[src/rtl/clause_bank_loader.sv]
// Packs a serial coefficient stream into one (2^V+1)-coefficient word per clause, writes it to the clause bank and builds the reduce-enable mask.
// Latency: ready 1 cycle after in_start; K accept cycles + 1 WRITE cycle per clause; out_done the cycle after the last WRITE.
// Backpressure: ready only in COLLECT, waits indefinitely on low valid; optional CLAUSE_LOADER_ZERO_CLAUSE_MASK_EN masks all-zero clauses.

module clause_bank_loader #(
  parameter int MAXIMUM_BIT_WIDTH_OF_COEFFICIENT    = 8,
  parameter int MAXIMUM_BIT_WIDTH_OF_VARIABLE_INDEX = 2,
  parameter int MAX_BIT_WIDTH_OF_CLAUSES_INDEX      = 3
) (
  input  logic                                              in_clk,
  input  logic                                              in_reset,
  input  logic                                              in_start,
  input  logic [MAX_BIT_WIDTH_OF_CLAUSES_INDEX:0]           in_num_clauses,
  input  logic                                              in_coefficient_valid,
  input  logic [MAXIMUM_BIT_WIDTH_OF_COEFFICIENT-1:0]       in_coefficient,
  output logic                                              out_coefficient_ready,
  output logic [((1 << MAXIMUM_BIT_WIDTH_OF_VARIABLE_INDEX) + 1)
                * MAXIMUM_BIT_WIDTH_OF_COEFFICIENT - 1:0]   out_clause_coefficients,
  output logic [MAX_BIT_WIDTH_OF_CLAUSES_INDEX-1:0]         out_clause_index,
  output logic                                              out_clause_write,
  output logic [(1 << MAX_BIT_WIDTH_OF_CLAUSES_INDEX)-1:0]  out_reduce_enable,
  output logic                                              out_busy,
  output logic                                              out_done
);

  localparam int W    = MAXIMUM_BIT_WIDTH_OF_COEFFICIENT;
  localparam int NVAR = 1 << MAXIMUM_BIT_WIDTH_OF_VARIABLE_INDEX;
  localparam int K    = NVAR + 1;
  localparam int KW   = K * W;
  localparam int C    = MAX_BIT_WIDTH_OF_CLAUSES_INDEX;
  localparam int BW   = $clog2(K);

  localparam logic [BW-1:0] LAST_BEAT  = BW'(K - 1);
  localparam logic [C:0]    TARGET_MAX = {1'b1, {C{1'b0}}};

  typedef enum logic [1:0] {
    IDLE,
    COLLECT,
    WRITE,
    DONE
  } state_t;

  state_t          state;
  logic [C:0]      target;
  logic [BW-1:0]   beat;
  logic [KW-1:0]   word_acc;
  logic [KW-1:0]   word_next;
  logic            set_enable;
  logic            last_clause;

  // Word as it will look once the beat currently on the bus lands in its slice.
  always_comb begin
    word_next = word_acc;
    word_next[beat*W +: W] = in_coefficient;
  end

`ifdef CLAUSE_LOADER_ZERO_CLAUSE_MASK_EN
  assign set_enable = |out_clause_coefficients[NVAR*W-1:0];
`else
  assign set_enable = 1'b1;
`endif

  assign last_clause = ({1'b0, out_clause_index} + {{C{1'b0}}, 1'b1}) == target;

  always_ff @(posedge in_clk) begin
    if (in_reset) begin
      state                   <= IDLE;
      target                  <= '0;
      beat                    <= '0;
      word_acc                <= '0;
      out_coefficient_ready   <= 1'b0;
      out_clause_coefficients <= '0;
      out_clause_index        <= '0;
      out_clause_write        <= 1'b0;
      out_reduce_enable       <= '0;
      out_busy                <= 1'b0;
      out_done                <= 1'b0;
    end else begin
      case (state)
        IDLE: begin
          if (in_start) begin
            target            <= (in_num_clauses > TARGET_MAX) ? TARGET_MAX : in_num_clauses;
            out_reduce_enable <= '0;
            out_clause_index  <= '0;
            beat              <= '0;
            word_acc          <= '0;
            if (in_num_clauses == '0) begin
              state    <= DONE;
              out_done <= 1'b1;
            end else begin
              state                 <= COLLECT;
              out_coefficient_ready <= 1'b1;
              out_busy              <= 1'b1;
            end
          end
        end

        COLLECT: begin
          if (in_coefficient_valid) begin
            word_acc <= word_next;
            if (beat == LAST_BEAT) begin
              out_clause_coefficients <= word_next;
              out_coefficient_ready   <= 1'b0;
              out_clause_write        <= 1'b1;
              state                   <= WRITE;
            end else begin
              beat <= beat + {{(BW-1){1'b0}}, 1'b1};
            end
          end
        end

        WRITE: begin
          out_clause_write <= 1'b0;
          if (set_enable) begin
            out_reduce_enable[out_clause_index] <= 1'b1;
          end
          if (last_clause) begin
            state    <= DONE;
            out_busy <= 1'b0;
            out_done <= 1'b1;
          end else begin
            // Start the next clause from a clean word so no slice carries over.
            out_clause_index      <= out_clause_index + {{(C-1){1'b0}}, 1'b1};
            beat                  <= '0;
            word_acc              <= '0;
            out_coefficient_ready <= 1'b1;
            state                 <= COLLECT;
          end
        end

        DONE: begin
          out_done <= 1'b0;
          state    <= IDLE;
        end

        default: begin
          state <= IDLE;
        end
      endcase
    end
  end

endmodule

[config.mk]
export PLATFORM = sky130hd
export DESIGN_NAME = clause_bank_loader
export DESIGN_NICKNAME = d
export VERILOG_FILES = /design/src/rtl/clause_bank_loader.sv
export SDC_FILE = /design/constraint.sdc
export NUM_CORES = 1
export LEC_CHECK = 0
export ABC_AREA = 0
export ABC_CLOCK_PERIOD_IN_PS = 2870
export CAP_MARGIN = 10
export CORE_MARGIN = 4
export CORE_UTILIZATION = 41
export CTS_CLUSTER_DIAMETER = 30
export DETAILED_ROUTE_END_ITERATION = 8
export GPL_ROUTABILITY_DRIVEN = 0
export SKIP_LAST_GASP = 1
export SLEW_MARGIN = 20
export SYNTH_ARGS = -nofsm -noshare
export SYNTH_HDL_FRONTEND = slang
export SYNTH_SLANG_ARGS = --single-unit
[constraint.sdc]
create_clock -name in_clk -period 2.87 [get_ports in_clk]
set_input_delay 0.574 -clock in_clk [delete_from_list [all_inputs] [get_ports in_clk]]
set_output_delay 0.574 -clock in_clk [all_outputs]
set_load 0.03 [all_outputs]
* After elaboration in Yosys (flattened, before gate mapping)
Cells that the tools add are included.
Storage, ports and cells: register bits after elaboration 104, bits of input ports 16
Cells by class: add/subtract/negate cells 4, magnitude comparators 3, equal/unequal tests 13, shift operators 2, muxes and demuxes 38, bitwise operators 1, reductions and logical operators 18
Operators by type and width (number):
- 40-bit two-way mux | 3
- 40-bit one-hot mux with 3 select lines | 1
- 40-bit bitwise mux | 1
- 8-bit by 34-bit variable shift with 40-bit output (first input constant) | 1
- 8-bit by 34-bit indexed part select with 40-bit output | 1
- 6-bit negation with 34-bit output | 1
- 2-bit inequality test (second input constant) | 8
- 8-bit one-hot mux with 2 select lines | 1
- 3-bit two-way mux | 5
- 1-bit two-way mux | 12
- 3-bit AND reduction | 4
- 4-bit AND reduction | 3
- 2-bit two-way mux | 5
- 3-bit one-hot mux with 3 select lines | 1
- 8-bit two-way mux | 1
- 8-bit bitwise OR | 1
- 2-bit one-hot mux with 4 select lines | 1
- 3-bit by 1-bit adder with 3-bit output (second input constant) | 2
- 1-bit one-hot mux with 3 select lines | 2
- 3-bit one-hot mux with 2 select lines | 1
- 6-bit AND reduction | 1
- 3-bit nonzero test | 2
- 5-bit AND reduction | 1
- 3-bit by 1-bit adder with 4-bit output (second input constant) | 1
- 15 further kinds | 19

* Depth between registers and ports, before layout
Gate-level depths: netlist of run 1.
word-level depth 6, mapped depth 10

* Worst setup path before layout of run 1
OpenSTA, ideal clock, no wires.
kind register to register, from reg out_clause_index[1], to reg word_acc[24], setup time 60 ps, data arrival time 2132 ps, data required time 2810 ps, slack 678 ps, stages on the path, launching flop included 7, cells stage by stage dfxtp_1 -> ha_1 -> xor2_1 -> nand4_1 -> a211o_4 -> a31oi_4 -> a22o_2
On the way: word-level cells in the longest chain between the ends 4
Ends and longest elaborated chain:
- from (decl) | line 19 | output logic [MAX_BIT_WIDTH_OF_CLAUSES_INDEX-1:0] out_clause_index,
- from (signal assigned) | line 123 | out_clause_index <= out_clause_index + {{(C-1){1'b0}}, 1'b1};
- 3-bit by 1-bit adder with 4-bit output | line 63 | assign last_clause = ({1'b0, out_clause_index} + {{C{1'b0}}, 1'b1}) == target;
- 4-bit equality test | line 63
- 2-bit inequality test (no line)
- 4-bit AND reduction (no line)
- to (signal assigned) | line 100 | word_acc <= word_next;
- to (decl) | line 46 | logic [KW-1:0] word_acc;
No other way between the ends. A chain may end at the register's enable or synchronous reset.

* Final worst setup path of run 1
from reg out_clause_index[0], to reg word_acc[15]
The elaborated chain is that of the path after synthesis.

==> results.yml, run 1 <==
run_status:
  status: "finished, final reports clean"
setup_path:
  cp_cell_sequence: "ha_1 -> xor2_1 -> nand4_1 -> a211o_4 -> a31oi_4 -> a22o_2"
  critPathRequiredTime_ns: 3.18
  endpoint_kind: "flop"
  rr_endpoint: "word_acc[15]"
  worstPathArrival_ns: 2.68
  start_kind: "flop"
  r2r_slack_ns: 0.51
  path_buf_inv: 0
  crit_family: "compound AO/OA/AOI/OAI gates"
  worstSetupPathType: "reg2reg"
  ff2ff_path_depth: 6
  critPathMaxStageDelay_ns: 0.60
  cp_max_fo: 12
  slowest_stage: "dfxtp_1"
  r2r-start: "out_clause_index[0]"
timing:
  period_share_pct: 82.3
  rsz0062_at_grt: "no"
  fin_crit_ns: 2.36
  maxSlewViolCount: 0
  max_freq_mhz: 423
  clock_skew_ns: 0.0116
  hold_viol_final: 0
  fin_setup_tns_ns: 0
  relSlewSlack_pct: 54.9
  setup_violations: 0
  worst_pin_slew_ns: 0.676
grt:
  grt_max_degree: 83
  first_global_vias: 3587
  antenna_found_initial: 0
  grt_usage_pct: 17.4
  grt_pass1_wl_um: 18100
  gr-total-overflow: 0
clock_tree:
  cts_resized: 0
  cts.htree.levels: 3
  cts_root_buffer: "clkbuf_8"
  numClockSinks: 104
  cts_made_buffers: 9
  clk_pin_slew_ns: 0.09
  post_cts_buffers: 0
  cts_hold_buffers: 0
  clock_path_buffers: 2
  tritoncts: "done"
  clk_latency_ns: 0.37
yosys:
  synth.area.mux_share_pct: 7.26
  syn_area_sq_um: 4550
  syn_inst: 476
  synth-seq-area-share_pct: 45.8
  avgSynthCellArea_sq_um: 9.55
  synth-adder-area-share_pct: 1.65
  ys_ff_latch: 104
  synth_warnings: 0
  synth_compound_area_share_pct: 25.8
  synth_fp_nets: 498
  synthArstFlopShare_pct: 0
  synth.distinct_cells: 55
  synth-simple-area-share_pct: 14.6
  synth-edff-count: 0
  ys.flop_type: "dfxtp_1"
  synth_xor_area_share_pct: 0.578
  synth_top_family_by_area: "compound AO/OA/AOI/OAI gates"
power_and_ir_drop:
  p_leak_nw: 1.86
  p_per_area_nw_per_um2: 556
  total_power_w: 0.00311
  vdd_drop_max_mv: 0.477
drt:
  avgViaCountPerCell: 5.47
  vias: 3698
  drt-pass1-iter-count: 4
  wirelength_um: 10900
  routedWlPerCell_um: 16.1
  ant_nets: 0
  route.detailed.drc: 0
  first_iter_violations: 180
placement:
  hpwl_um: 7400
  numPortBuffers: 70
job:
  maxCapViolCount: 0
layout:
  drive_gt1_share_pct: 11.6
  syn_to_final_growth_pct: 22.8
  fin_util_pct: 51.5
  final_common_cell: "dfxtp_1"
  diodes: 0
  nets: 554
  final_cell_mix: "104 x dfxtp_1, 69 x clkdlybuf4s50_1, 58 x nor2_1, 34 x a211oi_1, 33 x mux2i_1"
worst_hold_path:
  holdPathStages: 2
  hold_start: "out_busy"
  min_to: "out_busy"
  hp-class: "reg2reg"
die:
  start_util_pct: 41.9
  core-area_sq_um: 10800
  die_w_um: 113
  dieArea_sq_um: 12800
  die_y_um: 113
  pin_count: 71
  num_rows: 38
[cell families after synthesis]
family | after synthesis
AO/OA/AOI/OAI | 147
XOR/XNOR | 3
adder cells (fa/ha/maj) | 6
buffers and inverters | 44
flip-flops | 104
multiplexers | 33
AND/OR/NAND/NOR | 139
[worst min-delay path, cell delays in order (launching register included)]
cell and delay (ns):
dfxtp_1 0.32, nand2_1 0.05, a21oi_1 0.05
[power breakdown]
group | total (W) | leakage [nW] | switching (W) | internal (W)
clock network | 0.000999 | 0.108 | 0.000489 | 0.000510
logic | 0.000580 | 0.914 | 0.000374 | 0.000207
registers | 0.00153 | 0.839 | 0.0000492 | 0.00148
total | 0.00311 | 1.86 | 0.000912 | 0.00219
[registers in the layout, summed over array words and instances, names as in the netlist]
signal                   flops
out_clause_coefficients     40
word_acc                    40
out_reduce_enable            8
target                       4
beat                         3
out_clause_index             3
state                        2
out_busy                     1
out_clause_write             1
out_coefficient_ready        1
out_done                     1
[through the flow]
step	hold WS (ns)	instance area, sq um	setup WS (ns)	cells
2_1_floorplan	0.442	4550	0.678	476
3_3_place_gp	0.446	5370	0.479	661
3_5_place_dp	0.447	5370	0.408	661
4_1_cts	0.466	5580	0.517	676
5_1_grt	0.496	5580	0.310	676
6_report	0.459	5580	0.507	676
[worst max-delay path by stage]
stage | startpoint | to | slack, ns | cells after the start
2_1_floorplan | out_clause_index[1] | word_acc[24] | 0.68 | 6
3_3_place_gp | in_coefficient_valid | word_acc[37] | 0.48 | 6
3_5_place_dp | in_coefficient_valid | word_acc[33] | 0.41 | 6
4_1_cts | out_clause_index[0] | word_acc[12] | 0.52 | 6
5_1_grt | beat[1] | word_acc[3] | 0.31 | 7
6_report | out_clause_index[0] | word_acc[15] | 0.51 | 6
[cell usage after synthesis, types with 5 or more instances]
cell type / n / share of area [%]
nand3_1: 12 / 1.3
nand2_1: 27 / 2.2
a2111o_1: 8 / 2.0
nor3_1: 6 / 0.66
a311oi_1: 8 / 1.5
a211oi_1: 34 / 5.6
buf_2: 10 / 1.1
mux2i_1: 33 / 7.3
nor2_1: 59 / 4.9
ha_1: 6 / 1.7
nand3b_1: 5 / 0.83
o21ai_0: 16 / 1.8
dfxtp_1: 104 / 46
nand2b_1: 5 / 0.69
a21oi_1: 24 / 2.6
a22o_1: 17 / 3.3
a31oi_1: 5 / 0.69
clkbuf_1: 20 / 1.7
a22o_2: 16 / 3.5
[per-layer routing]
| metal | global-route usage [%] | vias up | wire, um |
|---|---|---|---|
| li1 | - | 1871 | - |
| met3 | 4.49 | 10 | 574 |
| met4 | 4.49 | 0 | 97 |
| met1 | 23.7 | 1730 | 5250 |
| met2 | 27.6 | 87 | 4930 |
| met5 | 0 | - | 0 |
[final cells by class]
cell class / instances / area (sq um)
repair buffers: 85 / 821
multi-input cells: 328 / 2270
fillers: 1010 / 5260
well taps: 140 / 175
inverters: 4 / 15.0
flip-flops and latches: 104 / 2080
clock buffers: 10 / 138
clock inverters: 5 / 81.3
(Power assumes the default switching activity.)
==> inputs of run 2 (changes only) <==
--- a/config.mk
+++ b/config.mk
@@ -6,13 +6,14 @@
 export NUM_CORES = 1
 export LEC_CHECK = 0
 export ABC_AREA = 0
-export ABC_CLOCK_PERIOD_IN_PS = 2870
+export ABC_CLOCK_PERIOD_IN_PS = 2100
 export CAP_MARGIN = 10
 export CORE_MARGIN = 4
 export CORE_UTILIZATION = 41
 export CTS_CLUSTER_DIAMETER = 30
 export DETAILED_ROUTE_END_ITERATION = 8
 export GPL_ROUTABILITY_DRIVEN = 0
+export PLACE_DENSITY = 0.66
 export SKIP_LAST_GASP = 1
 export SLEW_MARGIN = 20
 export SYNTH_ARGS = -nofsm -noshare
==> constraint.sdc (replaced) <==
create_clock -name in_clk -period 2.1 [get_ports in_clk]
set_input_delay 0.42 -clock in_clk [delete_from_list [all_inputs] [get_ports in_clk]]
set_output_delay 0.42 -clock in_clk [all_outputs]
set_load 0.03 [all_outputs]
==> results.yml, run 2 (synthesis results as in run 1) <==
run_status:
  status: "finished, final reports clean"
die:
  start_util_pct: 41.9
  die_y_um: 113
  num_rows: 38
  core-area_sq_um: 10800
  dieArea_sq_um: 12800
  pin_count: 71
  die_w_um: 113
grt:
  grt_pass1_wl_um: 18700
  grt_max_degree: 77
  antenna_found_initial: 0
  grt_usage_pct: 17.8
  gr-total-overflow: 0
  first_global_vias: 3692
clock_tree:
  clk_latency_ns: 0.37
  clk_pin_slew_ns: 0.10
  cts.htree.levels: 3
  cts_root_buffer: "clkbuf_8"
  tritoncts: "done"
  clock_path_buffers: 2
  cts_made_buffers: 9
  numClockSinks: 104
timing:
  max_freq_mhz: 482
  maxSlewViolCount: 0
  hold_slack_ns: 0.461
  relSlewSlack_pct: 68.2
  fin_crit_ns: 2.08
  setup_violations: 0
  rsz0062_at_grt: "yes"
  clock_skew_ns: 0.0155
  period_share_pct: 98.8
  worst_pin_slew_ns: 0.476
  hold_viol_final: 0
setup_path:
  ff2ff_path_depth: 7
  start_kind: "flop"
  worstSetupPathType: "reg2reg"
  rr_endpoint: "word_acc[4]"
  endpoint_kind: "flop"
  critPathRequiredTime_ns: 2.40
  crit_start: "beat[0]"
  worstPathArrival_ns: 2.37
  cp_max_fo: 8
  crit_end: "word_acc[4]"
  r2r-start: "beat[0]"
  r2r_slack_ns: 0.02
drt:
  drt-pass1-iter-count: 5
  wirelength_um: 11400
  routedWlPerCell_um: 16.1
  ant_nets: 0
  vias: 3830
  route.detailed.drc: 0
  first_iter_violations: 324
  avgViaCountPerCell: 5.42
placement:
  hpwl_um: 7950
  numPortBuffers: 70
layout:
  diodes: 0
  final_cell_mix: "101 x dfxtp_1, 68 x clkdlybuf4s50_1, 57 x nor2_1, 40 x buf_4, 34 x a211oi_1"
  drive_gt1_share_pct: 18.6
  largestRegisters: "out_clause_coefficients: 40 flops, word_acc: 40 flops, out_reduce_enable: 8 flops"
  syn_to_final_growth_pct: 28.6
  nets: 583
  fin_util_pct: 53.9
  final_common_cell: "dfxtp_1"
worst_hold_path:
  hp-class: "reg2reg"
power_and_ir_drop:
  switchingPower_w: 0.00134
  p_int_w: 0.00289
  p_per_area_nw_per_um2: 723
  seq_power_share_pct: 48.9
  power_frac_clock_pct: 28.4
  vdd_drop_max_mv: 0.426
  total_power_w: 0.00423
  combPwrFrac_pct: 22.7
  netSwitchingFraction_pct: 31.7
  p_leak_nw: 2.03
job:
  maxCapViolCount: 0
-- run 2: cell count changes in the layout (fill, tap and decap cells not counted), sizes merged --
cell / change
dlymetal6s2s: +1
bufinv: -2
inv: +3
clkinvlp: +1
clkinv: -1
clkdlybuf4s50: -1
buf: +29
-- run 2: metal layers --
layer / vias up / track usage (%) / part of all wire [%]
li1: 1928 / - / -
met1: 1795 / 24.3 / 48
met2: 92 / 29.1 / 47
met3: 15 / 2.30 / 3.8
met4: 0 / 6.01 / 1.8
met5: - / 0 / 0
-- run 2: layout make-up --
cell class / count / area [sq um]
fillers: 1003 / 4990
clock inverters: 6 / 48.8
repair buffers: 114 / 1080
inverters: 4 / 15.0
multi-input cells: 328 / 2310
clock buffers: 10 / 138
flip-flops and latches: 104 / 2090
well taps: 140 / 175
-- run 2: worst max-delay path: stages (launching register included) --
cell and delay (ns):
dfxtp_2 0.33, inv_1 0.06, ha_2 0.21, ha_1 0.30
and4b_4 0.43, nand3_1 0.11, a2111o_1 0.42, a21oi_1 0.15
-- run 2: power groups by stage --
stage	clock, W	sequential, W	combinational, W
3_3_place_gp	0	0.00211	0.000864
5_1_grt	0.00130	0.00208	0.00104
3_5_place_dp	0	0.00211	0.000877
6_report	0.00120	0.00207	0.000959
2_1_floorplan	0	0.00213	0.000585
4_1_cts	0.00123	0.00207	0.000885
-- run 2: how the worst min path moves through the flow --
stage / start / endpoint / slack [ns] / cells past startpoint
3_3_place_gp: out_busy / out_busy / 0.45 / 2
3_5_place_dp: out_busy / out_busy / 0.45 / 2
5_1_grt: out_busy / out_busy / 0.49 / 2
2_1_floorplan: word_acc[16] / word_acc[16] / 0.44 / 1
6_report: out_busy / out_busy / 0.46 / 2
4_1_cts: out_busy / out_busy / 0.46 / 2
-- run 2: per-stage QoR --
step	std cells	setup TNS (ns)	cell area, sq um	worst slack (ns)
after floorplan	476	0	4560	0.00821
after global routing	706	-0.608	5850	-0.0608
after detailed placement	687	-0.349	5600	-0.0619
final	706	0	5850	0.0250
after global placement	687	-0.0207	5600	-0.0207
after CTS	703	0	5790	0.00608
-- run 2: what timing repair did --
item	4_1_cts	5_1_grt
resized for setup	2	9
endpoints found under the hold margin	0	0
buffers inserted	0	3
hold buffers	0	0
setup endpoints to repair	9	45
pin swaps	0	6
